===== config.mk =====
export PLATFORM = sky130hd
export DESIGN_NAME = serial_add_sequencer
export DESIGN_NICKNAME = d
export VERILOG_FILES = /design/src/rtl/serial_add_pkg.sv /design/src/rtl/piso_shift_reg.sv /design/src/rtl/serial_add_sequencer.sv
export SDC_FILE = /design/constraint.sdc
export NUM_CORES = 1
export LEC_CHECK = 0
export BUFFER_PORTS_ARGS = -buffer_cell sky130_fd_sc_hd__buf_4
export CAP_MARGIN = 20
export CORE_UTILIZATION = 47
export DETAILED_ROUTE_END_ITERATION = 8
export PLACE_DENSITY = 0.74
export REMOVE_ABC_BUFFERS = 1
export SYNTH_ARGS = -nofsm -noshare
export SYNTH_HDL_FRONTEND = slang
export SYNTH_SLANG_ARGS = --single-unit

===== constraint.sdc =====
create_clock -name clk -period 1.55 [get_ports clk]
set_clock_uncertainty 0.15 [all_clocks]
set_input_delay 0.2325 -clock clk [delete_from_list [all_inputs] [get_ports clk]]
set_output_delay 0.2325 -clock clk [all_outputs]
set_load 0.02 [all_outputs]

===== src/rtl/serial_add_pkg.sv =====
// Shared types and defaults for the serial-add sequencer and its shift registers.
package serial_add_pkg;

  typedef enum logic [1:0] {
    SEQ_IDLE  = 2'd0,
    SEQ_SHIFT = 2'd1,
    SEQ_HOLD  = 2'd2
  } seq_state_t;

  localparam int unsigned DEFAULT_WIDTH = 8;

endpackage


===== src/rtl/piso_shift_reg.sv =====
// Parallel-in serial-out shift register: LSB first, zero fill from the top.
module piso_shift_reg #(
  parameter int unsigned WIDTH = 8
) (
  input  logic             clk,
  input  logic             reset,
  input  logic             load_i,
  input  logic             shift_i,
  input  logic [WIDTH-1:0] data_i,
  output logic             serial_o
);

  logic [WIDTH-1:0] sr_q;

  always_ff @(posedge clk) begin
    if (reset) begin
      sr_q <= '0;
    end else if (load_i) begin
      sr_q <= data_i;
    end else if (shift_i) begin
      sr_q <= {1'b0, sr_q[WIDTH-1:1]};
    end
  end

  assign serial_o = sr_q[0];

endmodule


===== src/rtl/serial_add_sequencer.sv =====
// Feeds two parallel operands LSB-first into an external 1-bit serial adder and
// collects its sum stream (plus final carry) into a parallel result.
module serial_add_sequencer
  import serial_add_pkg::*;
#(
  parameter int unsigned WIDTH = DEFAULT_WIDTH,
  localparam int unsigned CNT_W = $clog2(WIDTH + 1)
) (
  input  logic             clk,
  input  logic             reset,
  input  logic             in_valid_i,
  output logic             in_ready_o,
  input  logic [WIDTH-1:0] op_a_i,
  input  logic [WIDTH-1:0] op_b_i,
  output logic             x_o,
  output logic             y_o,
  output logic             adder_rst_o,
  input  logic             s_in_i,
  output logic             out_valid_o,
  input  logic             out_ready_i,
  output logic [WIDTH:0]   sum_o,
  output logic             busy_o
);

  localparam logic [CNT_W-1:0] CntLast = CNT_W'(WIDTH);

  seq_state_t       state_q;
  logic [CNT_W-1:0] cnt_q;
  logic [WIDTH:0]   sum_q;
  logic             in_ready_q;
  logic             out_valid_q;
  logic             adder_rst_q;
  logic             busy_q;

  logic accept;
  logic shift_en;

  assign accept   = in_valid_i && in_ready_q && (state_q == SEQ_IDLE);
  assign shift_en = (state_q == SEQ_SHIFT);

  piso_shift_reg #(
    .WIDTH (WIDTH)
  ) u_a_sr (
    .clk      (clk),
    .reset    (reset),
    .load_i   (accept),
    .shift_i  (shift_en),
    .data_i   (op_a_i),
    .serial_o (x_o)
  );

  piso_shift_reg #(
    .WIDTH (WIDTH)
  ) u_b_sr (
    .clk      (clk),
    .reset    (reset),
    .load_i   (accept),
    .shift_i  (shift_en),
    .data_i   (op_b_i),
    .serial_o (y_o)
  );

  // The final SHIFT cycle has x=y=0, so the bit captured there is the carry.
  always_ff @(posedge clk) begin
    if (reset) begin
      state_q     <= SEQ_IDLE;
      cnt_q       <= '0;
      sum_q       <= '0;
      in_ready_q  <= 1'b1;
      out_valid_q <= 1'b0;
      adder_rst_q <= 1'b1;
      busy_q      <= 1'b0;
    end else begin
      case (state_q)
        SEQ_IDLE: begin
          if (accept) begin
            state_q     <= SEQ_SHIFT;
            cnt_q       <= '0;
            sum_q       <= '0;
            in_ready_q  <= 1'b0;
            adder_rst_q <= 1'b0;
            busy_q      <= 1'b1;
          end
        end
        SEQ_SHIFT: begin
          sum_q <= {s_in_i, sum_q[WIDTH:1]};
          if (cnt_q == CntLast) begin
            state_q     <= SEQ_HOLD;
            out_valid_q <= 1'b1;
            adder_rst_q <= 1'b1;
          end else begin
            cnt_q <= cnt_q + CNT_W'(1);
          end
        end
        SEQ_HOLD: begin
          if (out_ready_i) begin
            state_q     <= SEQ_IDLE;
            cnt_q       <= '0;
            out_valid_q <= 1'b0;
            in_ready_q  <= 1'b1;
            busy_q      <= 1'b0;
          end
        end
        default: begin
          state_q     <= SEQ_IDLE;
          cnt_q       <= '0;
          sum_q       <= '0;
          in_ready_q  <= 1'b1;
          out_valid_q <= 1'b0;
          adder_rst_q <= 1'b1;
          busy_q      <= 1'b0;
        end
      endcase
    end
  end

  assign in_ready_o  = in_ready_q;
  assign out_valid_o = out_valid_q;
  assign adder_rst_o = adder_rst_q;
  assign busy_o      = busy_q;
  assign sum_o       = sum_q;

endmodule


==> impl_results.md, run 1 <==
* CTS buffer count at 5
* Initial Util at 0.490
* Post-route insts no fill at between 200 and 300
* Synth Cell Area at roughly 1500 sq um
* Fmax at ~660 MHz
* Max_cap viols at 0
* Setup TNS at 0 ns
* Critical Path RT at 1.65 ns
* Syn_area_per_cell at a little over 10 sq um
* RSZ-0062 raised after global routing: yes
* Critical path capture point type: flip-flop
* Most common cell in the netlist: dfxtp_1
* Top cells by count, synth: dfxtp_1 (35), a221o_1 (15), and2_1 (14)
* Die width at a little under 60 microns
* Slew Limit Fails at 0
* # setup viols final at 0
* Die ar. at about 3400 sq um
* Root buf cell: clkbuf_4
* All-Layer GR Usage at 0.229
* Core Util, Final at 0.710
* Drt pass-1 iters at 4
* Global-route wire length before repair at 5730 microns
* Antenna Nets Post-Route at 0
* Pin count of the biggest net entering global routing at 18
* Critical Path Start Type: input port
* Initial antenna violation count at 0
* Fin crit period at 1.51 ns
* DIE HEIGHT at 58.2 microns
* Synth Warn # at 0
* Post-synth top flop: dfxtp_1
* Total grt overflow at 0
* Post-DR wirelength/cell at around 14 microns
* Clk sink count at 35
* Fin. Hold Viols at 0
* Synth cell types at 36
* Crit path max fanout at 14
* Leak at 0.897 nW
* PwrDens at 996 nW/um^2
* Ant. Diodes at 0
* DR iter-0 viols at 41
* H-tree levels at 2
* Hold WC Path Type: input port to flip-flop
* Share of layout cells above drive strength 1 at 0.321
* Worst-Margin Slew at roughly 0.32 ns
* Crit share post-route at 0.977
* Setup WS pre-CTS at -0.0844 ns
* Longest Clk Path Bufs at 2
* I/O Pins at 36
* DP Cell Count at 226
* Final wirelength at around 3600 microns
* FILL cells at 226
* Register bit total from synthesis at 35
* Run status: completed
* DRC Markers at 0
* # port buffers at 35
* Clock-pin slew on the worst setup and hold paths at 0.11 ns
* Via/cell ratio at ~5.2
* Slew headroom at 0.788
* Peak VDD IR at around 860 uV
* Later-pin clock latency in the skew report at around 0.35 ns
* Setup WS post-layout at 0.0351 ns
* Routed vias at between 1000 and 1500
* Routability cong. at between 0.7 and 0.8
* CTS tree: built
* Worst EP arrival at 1.61 ns
* FFs w/ async S/R, synth at 0
* Synth top area share at 0.472
* Nets@finish at 231
* Cell taking the most area after synthesis: dfxtp_1
* Gate count after technology mapping at about 150
* EDFF count, synth at 0
* Dpl hpwl at ~2300 microns
* Site row count at 20
* Vias in the first global route at between 1000 and 1500
* Sequential element share of the synthesized area at 0.472
* Core outline area at between 3000 and 4000 sq um
* Largest cells by area after synthesis: dfxtp_1 (47%), a221o_1 (10%), and2_1 (5.9%)
* Kind of critical path: input port to flip-flop
* Synth-to-Final Area Change at 44.9%
==> worst max-delay path, stage by stage <==
cell	delay, ns
dlygate4sd3_1	0.52
buf_4	0.17
nor3b_2	0.07
buf_4	0.17
and2_1	0.16
a221o_1	0.28
==> through the flow <==
| step | hold slack [ns] | cell area (sq um) | power (mW) |
|---|---|---|---|
| CTS | 0.0263 | 2130 | 2.13 |
| floorplan | 0.152 | 1430 | 1.14 |
| global placement | 0.281 | 1830 | 1.26 |
| finish | 0.0259 | 2150 | 2.14 |
| detailed placement | 0.313 | 1830 | 1.28 |
| global route | 0.0220 | 2150 | 2.22 |
==> power breakdown <==
group / switching (mW) / internal, mW / leakage (nW)
combinational: 0.150 / 0.181 / 0.560
sequential: 0.0336 / 0.949 / 0.286
clock: 0.326 / 0.501 / 0.0514
total: 0.510 / 1.63 / 0.897
==> sequential cells by signal (all words and copies together) (netlist names) <==
name	flops
adder_rst_o	1
busy_o	1
cnt_q	4
in_ready_o	1
out_valid_o	1
state_q	2
sum_o	9
u_a_sr.sr_q	8
u_b_sr.sr_q	8
==> worst paths after layout <==
kind	start	endpoint	slack [ns]	depth (start not counted)
worst max-delay path	reset	u_b_sr.sr_q[3]$_SDFFE_PP0P_	0.04	6
worst min-delay path	op_b_i[7]	u_b_sr.sr_q[7]$_SDFFE_PP0P_	0.03	3
worst max register to register	state_q[1]$_SDFFE_PP0P_	u_b_sr.sr_q[3]$_SDFFE_PP0P_	0.05	4
worst min register to register	sum_o[0]$_SDFFE_PP0P_	sum_o[0]$_SDFFE_PP0P_	0.34	2
==> placed cells by master (no fill, tap or decap), types with 2 or more instances in the layout <==
cell type / instances
nand2_1: 4
buf_4: 48
a31oi_1: 2
nor3_1: 2
ha_1: 2
nand2b_1: 12
a32o_1: 2
dfxtp_2: 2
and2_1: 14
nand3_1: 3
inv_1: 3
a21oi_1: 4
clkbuf_4: 5
o21ai_0: 2
o22ai_1: 7
dfxtp_1: 33
bufinv_16: 2
dlygate4sd3_1: 16
a221o_1: 15
nand3b_1: 5
nor2_1: 5
==> cells by family (layout without fill, tap and decap cells) <==
logic type                 Yosys count  count (layout)  share of synthesized area
DFF                                 35              35                      0.472
xor gates and xnor gates             1               1                    0.00590
adders and majority gates            2               2                     0.0169
AOI/OAI and AO/OA                   41              41                      0.223
buffers and inverters               14              76                     0.0447
and+or+nand+nor                     54              54                      0.237
==> cell type report <==
cell class	count	area, sq um	area share
inverter	3	11.3	0.00524
sequential	35	703	0.327
clock inverter	3	67.6	0.0314
tap	44	55.1	0.0256
clock buffer	5	37.5	0.0175
multi-input combinational	98	736	0.342
timing repair buffer	65	541	0.251
==> routing by layer <==
metal | wire, microns | vias to the layer above | GRT usage
met1 | 1640 | 611 | 0.282
li1 | - | 669 | -
met5 | 0 | - | 0
met3 | 133 | 8 | 0.0513
met4 | 62 | 0 | 0.112
met2 | 1730 | 32 | 0.376
==> repair_timing <==
item / CTS / global route
hold buffers: 16 / 0
setup buffers: 2 / 1
resized for setup: 2 / 5
endpoints found under the setup margin: 14 / 18
pin swaps: 1 / 0
hold endpoints to repair: 16 / 0
No activity file was read; power rests on OpenSTA's default activity.
==> run 2: changes to the inputs <==
Settings changed: CTS_CLUSTER_DIAMETER set to 120, CTS_CLUSTER_SIZE set to 16, REMOVE_ABC_BUFFERS 1 to unset.
==> impl_results.md, run 2 (synthesized netlist as in run 1, its figures left out) <==
* Max FFs per register at 9 (unchanged)
* Initial antenna violation count at 0 (unchanged)
* DIE HEIGHT at 58.2 microns (unchanged)
* Initial Util at 0.490 (unchanged)
* Slew Limit Fails at 0 (unchanged)
* Critical path capture point type: flip-flop
* Site row count at 20 (unchanged)
* Clk sink count at 35 (unchanged)
* Critical Path RT at 1.63 ns (-0.02 ns)
* CTS buffer count at 5 (unchanged)
* Final Cell Area at 2140 sq um (-0.58%)
* Pin count of the biggest net entering global routing at 16 (-2)
* Synth-to-Final Area Change at 44.1%
* PwrDens at 935 nW/um^2 (-6.1%)
* Leak at 0.898 nW (+0.14%)
* Routability cong. at 0.800 (+2.2%)
* Fin crit period at 1.50 ns (-0.0104 ns)
* DR iter-0 viols at 31 (-24%)
* Setup WS post-layout at 0.0456 ns (+0.0104 ns)
* Crit share post-route at 0.971 (-0.00674)
* DP Cell Count at 229 (+1.3%)
* Hold WC Path Type: input port to flip-flop
* Cell count of the worst hold path at 3 (unchanged)
* Peak VDD IR at 723 uV (-16%)
* Crit path max fanout at 14 (unchanged)
* Flop pwr share at 0.490 (+0.031)
* Post-DP Area at 1850 sq um (+1.3%)
* Run status: completed
* Antenna Nets Post-Route at 0 (unchanged)
* Drt pass-1 iters at 4 (unchanged)
* All-Layer GR Usage at 0.222 (-0.00626)
* Longest Clk Path Bufs at 2 (unchanged)
* Fmax at 665 MHz (+0.69%)
* DRC Markers at 0 (unchanged)
* Routed vias at 1349 (+2.2%)
* Final wirelength at 3410 microns (-4.3%)
* I/O Pins at 36 (unchanged)
* Synthesized Nets at between 150 and 200
* Clk pwr share at 0.341 (-0.045)
* Clock-pin slew on the worst setup and hold paths at 0.11 ns (about the same)
* Post-DR wirelength/cell at 13.4 microns (-4.6%)
* Commonest non-fill, non-tap cell in the layout: buf_4
* Vias in the first global route at 1344 (+3.3%)
* Die ar. at 3390 sq um (unchanged)
* Later-pin clock latency in the skew report at 0.34 ns (about the same)
* Comb power frac at 0.169 (+0.014)
* Core outline area at 3030 sq um (unchanged)
* Switch Pwr at 483 uW (-5.2%)
* Power Total at 2.00 mW (-6.6%)
* Die width at 58.2 microns (unchanged)
* Total grt overflow at 0 (unchanged)
* Most frequent cells in the layout: buf_4 (48), dfxtp_1 (33), dlygate4sd3_1 (16)
* Worst-Margin Slew at 0.323 ns (+0.00426 ns)
* Nets@finish at 232 (+0.43%)
* Root buf cell: clkbuf_4
* Reg2Reg Depth at 4 (unchanged)
* Post-route insts no fill at 254 (+0.40%)
* Max_cap viols at 0 (unchanged)
* Ant. Diodes at 0 (unchanged)
* Via/cell ratio at 5.31 (+1.8%)
* Worst EP arrival at 1.59 ns (-0.02 ns)
* Setup WS pre-CTS at -0.0604 ns (+0.0240 ns)
* Critical Path Start Type: input port
* H-tree levels at 2 (unchanged)
* # setup viols final at 0 (unchanged)
* Kind of critical path: input port to flip-flop
* FILL cells at 237 (+4.9%)
* Switching Share at 0.242 (+0.00363)
* Global-route wire length before repair at 5710 microns (-0.35%)
* Share of layout cells above drive strength 1 at 0.324 (+0.00324)
* CTS tree: built
* Fin. Hold Viols at 0 (unchanged)
* Internal at 1.52 mW (-7.0%)
* Slew headroom at 0.785 (-0.00284)
* Dpl hpwl at 2270 microns (-1.1%)
* # port buffers at 35 (unchanged)
## run 2: path summary, 6_finish.rpt
check | startpoint | end | slack, ns
setup / recovery | reset | u_a_sr.sr_q[1]$_SDFFE_PP0P_ | 0.05
hold / removal | op_a_i[7] | u_a_sr.sr_q[7]$_SDFFE_PP0P_ | 0.02
setup reg to reg | state_q[1]$_SDFFE_PP0P_ | u_a_sr.sr_q[1]$_SDFFE_PP0P_ | 0.05
hold reg to reg | out_valid_o$_SDFFE_PP0P_ | out_valid_o$_SDFFE_PP0P_ | 0.32
## run 2: worst max-delay path, stage by stage
cell and delay, ns:
dlygate4sd3_1 0.55, buf_6 0.16, nor3b_2 0.06, buf_4 0.17
and2_1 0.16, a221o_1 0.26
## run 2: area by class of cell
class	count	area [sq um]	area share
Sequential cell	35	703	0.329
Timing Repair Buffer	66	552	0.258
Tap cell	44	55.1	0.0257
Multi-Input combinational cell	98	731	0.342
Clock inverter	2	35.0	0.0164
Inverter	3	11.3	0.00527
Clock buffer	6	51.3	0.0240
## run 2: per-layer routing
layer	global-route usage	vias up	share of wire
met3	0.0915	6	0.045
met2	0.376	34	0.51
li1	-	669	-
met5	0	-	0
met1	0.250	640	0.43
met4	0.0816	0	0.012
## run 2: metrics by stage
stage          utilization   TNS, ns  hold WS (ns)
2_1_floorplan            -         0         0.191
5_1_grt              0.706  -0.00860        0.0129
4_1_cts              0.700         0        0.0157
6_report             0.706         0        0.0237
3_3_place_gp         0.612         0         0.283
3_5_place_dp         0.612    -0.681         0.289
## run 2: repair_timing
| item | CTS | global route |
|---|---|---|
| gates resized for setup | 0 | 6 |
| hold buffers | 16 | 0 |
| endpoints found under the setup margin | 14 | 18 |
| pin swaps | 1 | 0 |
| endpoints found under the hold margin | 18 | 0 |
| buffers inserted | 1 | 0 |
## run 2: power groups by stage
| stage | combinational [mW] | clock [mW] | sequential [mW] |
|---|---|---|---|
| 3_3_place_gp | 0.278 | 0 | 0.997 |
| 6_report | 0.338 | 0.683 | 0.979 |
| 5_1_grt | 0.367 | 0.737 | 0.987 |
| 2_1_floorplan | 0.150 | 0 | 1.01 |
| 3_5_place_dp | 0.286 | 0 | 0.999 |
| 4_1_cts | 0.331 | 0.700 | 0.979 |
==> run 3: changes to the inputs <==
==> constraint.sdc (replaced) <==
create_clock -name clk -period 1.55 [get_ports clk]
set_clock_uncertainty 0.15 [all_clocks]
set_input_delay 0.31 -clock clk [delete_from_list [all_inputs] [get_ports clk]]
set_output_delay 0.31 -clock clk [all_outputs]
set_load 0.02 [all_outputs]
==> impl_results.md, run 3 (synthesized netlist as in run 1, its figures left out) <==
* Critical R2R Capture: cnt_q[2]$_SDFFE_PP0P_
* Leak at 0.828 nW (-7.8%)
* PwrDens at 932 nW/um^2 (-0.35%)
* Critical path capture point type: flip-flop
* # hold bufs at CTS at 0 (-16)
* Max FFs per register at 9 (unchanged)
* Slew headroom at 0.783 (-0.00191)
* FF-to-FF setup slack at 0.06 ns (+0.02 ns)
* Clock-pin slew on the worst setup and hold paths at 0.10 ns (about the same)
* Run status: completed
* Initial antenna violation count at 0 (unchanged)
* # setup viols final at 0 (unchanged)
* Commonest non-fill, non-tap cell in the layout: buf_4
* Most frequent cells in the layout: buf_4 (50), dfxtp_1 (33), a221o_1 (15)
* Final wirelength at 3110 microns (-8.8%)
* Vias in the first global route at 1239 (-7.8%)
* Hold path start: s_in_i
* Post-route insts no fill at 239 (-5.9%)
* Cell count of the worst hold path at 3 (unchanged)
* I/O Pins at 36 (unchanged)
* Via/cell ratio at 5.41 (+1.8%)
* Initial Util at 0.490 (unchanged)
* Area occupied by multi-input gates at 736 sq um (+0.68%)
* Die ar. at 3390 sq um (unchanged)
* Synthesized Nets at 170 (unchanged)
* Clk pwr share at 0.302 (-0.039)
* DIE HEIGHT at 58.2 microns (unchanged)
* Root buf cell: clkbuf_4
* Kind of critical path: flip-flop to flip-flop
* Hold WC Path Type: input port to flip-flop
* Die width at 58.2 microns (unchanged)
* Nets@finish at 217 (-6.5%)
* All-Layer GR Usage at 0.201 (-0.0210)
* DR iter-0 viols at 76 (+150%)
* Worst EP arrival at 1.56 ns (-0.03 ns)
* H-tree levels at 2 (unchanged)
* Setup WS pre-CTS at -0.109 ns (-0.0489 ns)
* Slew Limit Fails at 0 (unchanged)
* Pin count of the biggest net entering global routing at 16 (unchanged)
* Crit share post-route at 0.960 (-0.0109)
* Routed vias at 1292 (-4.2%)
* Reg area at 703 sq um (unchanged)
* Synth-to-Final Area Change at 32.7%
* Hold Path End: sum_o[8]$_SDFFE_PP0P_
* FILL cells at 260 (+9.7%)
* Site row count at 20 (unchanged)
* Longest Clk Path Bufs at 2 (unchanged)
* Fmax at 672 MHz (+1.1%)
* Critical Path RT at 1.62 ns (about the same)
* Fin crit period at 1.49 ns (-0.0168 ns)
* Peak VDD IR at 466 uV (-36%)
* Switch Pwr at 460 uW (-4.8%)
* DRC Markers at 0 (unchanged)
* FF-to-FF Start: state_q[1]$_SDFFE_PP0P_
* Switching Share at 0.251 (+0.00892)
* CTS buffer count at 5 (unchanged)
* # port buffers at 35 (unchanged)
* Routability cong. at 0.792 (-1.1%)
* Antenna Nets Post-Route at 0 (unchanged)
* Drt pass-1 iters at 4 (unchanged)
* Share of layout cells above drive strength 1 at 0.349 (+0.0249)
* Core outline area at 3030 sq um (unchanged)
* Post-DR wirelength/cell at 13.0 microns (-3.0%)
* RSZ-0062 raised after global routing: no
* Global-route wire length before repair at 5230 microns (-8.5%)
* Crit path max fanout at 9 (-5)
* Reg2Reg Depth at 4 (unchanged)
* Comb power frac at 0.165 (-0.004)
* Flop pwr share at 0.533 (+0.043)
* CTS tree: built
* Clk sink count at 35 (unchanged)
* DP Cell Count at 230 (+0.44%)
* Setup WS post-layout at 0.0624 ns (+0.0168 ns)
* Later-pin clock latency in the skew report at 0.33 ns (about the same)
* Dpl hpwl at 2210 microns (-2.8%)
* Internal at 1.38 mW (-9.3%)
* Total grt overflow at 0 (unchanged)
* Critical Path Start Type: flip-flop
* Max_cap viols at 0 (unchanged)
* Fin. Hold Viols at 0 (unchanged)
* Ant. Diodes at 0 (unchanged)
* Worst-Margin Slew at 0.325 ns (+0.00286 ns)
[run 3: repair_timing]
item,4_1_cts,5_1_grt
resized for setup,3,3
endpoints found under the setup margin,15,17
buffers inserted,1,0
pin swaps,1,0
[run 3: worst max-delay path by stage]
stage | start | end | slack [ns] | depth (start not counted)
4_1_cts | state_q[1]$_SDFFE_PP0P_ | u_a_sr.sr_q[1]$_SDFFE_PP0P_ | 0.04 | 5
3_3_place_gp | state_q[1]$_SDFFE_PP0P_ | u_a_sr.sr_q[3]$_SDFFE_PP0P_ | -0.04 | 3
2_1_floorplan | in_ready_o$_SDFFE_PP1P_ | u_a_sr.sr_q[0]$_SDFFE_PP0P_ | 0.02 | 5
6_report | state_q[1]$_SDFFE_PP0P_ | cnt_q[2]$_SDFFE_PP0P_ | 0.06 | 4
3_5_place_dp | state_q[1]$_SDFFE_PP0P_ | u_a_sr.sr_q[1]$_SDFFE_PP0P_ | -0.11 | 3
5_1_grt | state_q[1]$_SDFFE_PP0P_ | cnt_q[2]$_SDFFE_PP0P_ | 0.02 | 4
[run 3: cell type report]
cell class | instances | share of cell area
clock buffer | 8 | 0.0349
inverter | 3 | 0.00572
multi-input combinational | 98 | 0.374
sequential | 35 | 0.357
tap | 44 | 0.0280
timing repair buffer | 51 | 0.201
[run 3: routing by layer]
| metal | wire length (microns) | global-route usage |
|---|---|---|
| met5 | 0 | 0 |
| met4 | 48 | 0.0680 |
| met3 | 164 | 0.0714 |
| met2 | 1520 | 0.335 |
| met1 | 1380 | 0.241 |
[run 3: metrics by stage]
step,utilization,setup TNS [ns],area (sq um),power (mW),hold WS [ns]
CTS,0.645,0,1950,1.85,0.00993
finish,0.650,0,1970,1.84,0.0173
global route,0.650,0,1970,1.93,0.0165
detailed placement,0.614,-1.38,1860,1.28,0.301
global placement,0.614,-0.471,1860,1.27,0.297
floorplan,-,0,1490,1.16,0.269
[run 3: power by group through the flow]
stage                     Clock, mW  Sequential, mW  Combinational (mW)
after floorplan                   0            1.01               0.150
after global placement            0           0.997               0.278
after detailed placement          0           0.998               0.286
after CTS                     0.572           0.978               0.299
after global routing          0.618           0.985               0.328
final                         0.554           0.978               0.303
[run 3: worst max-delay path: stages (launching register included)]
cell and delay [ns]:
dfxtp_2 0.37, and3b_2 0.30, buf_4 0.15, nor2_1 0.07, a221o_1 0.35
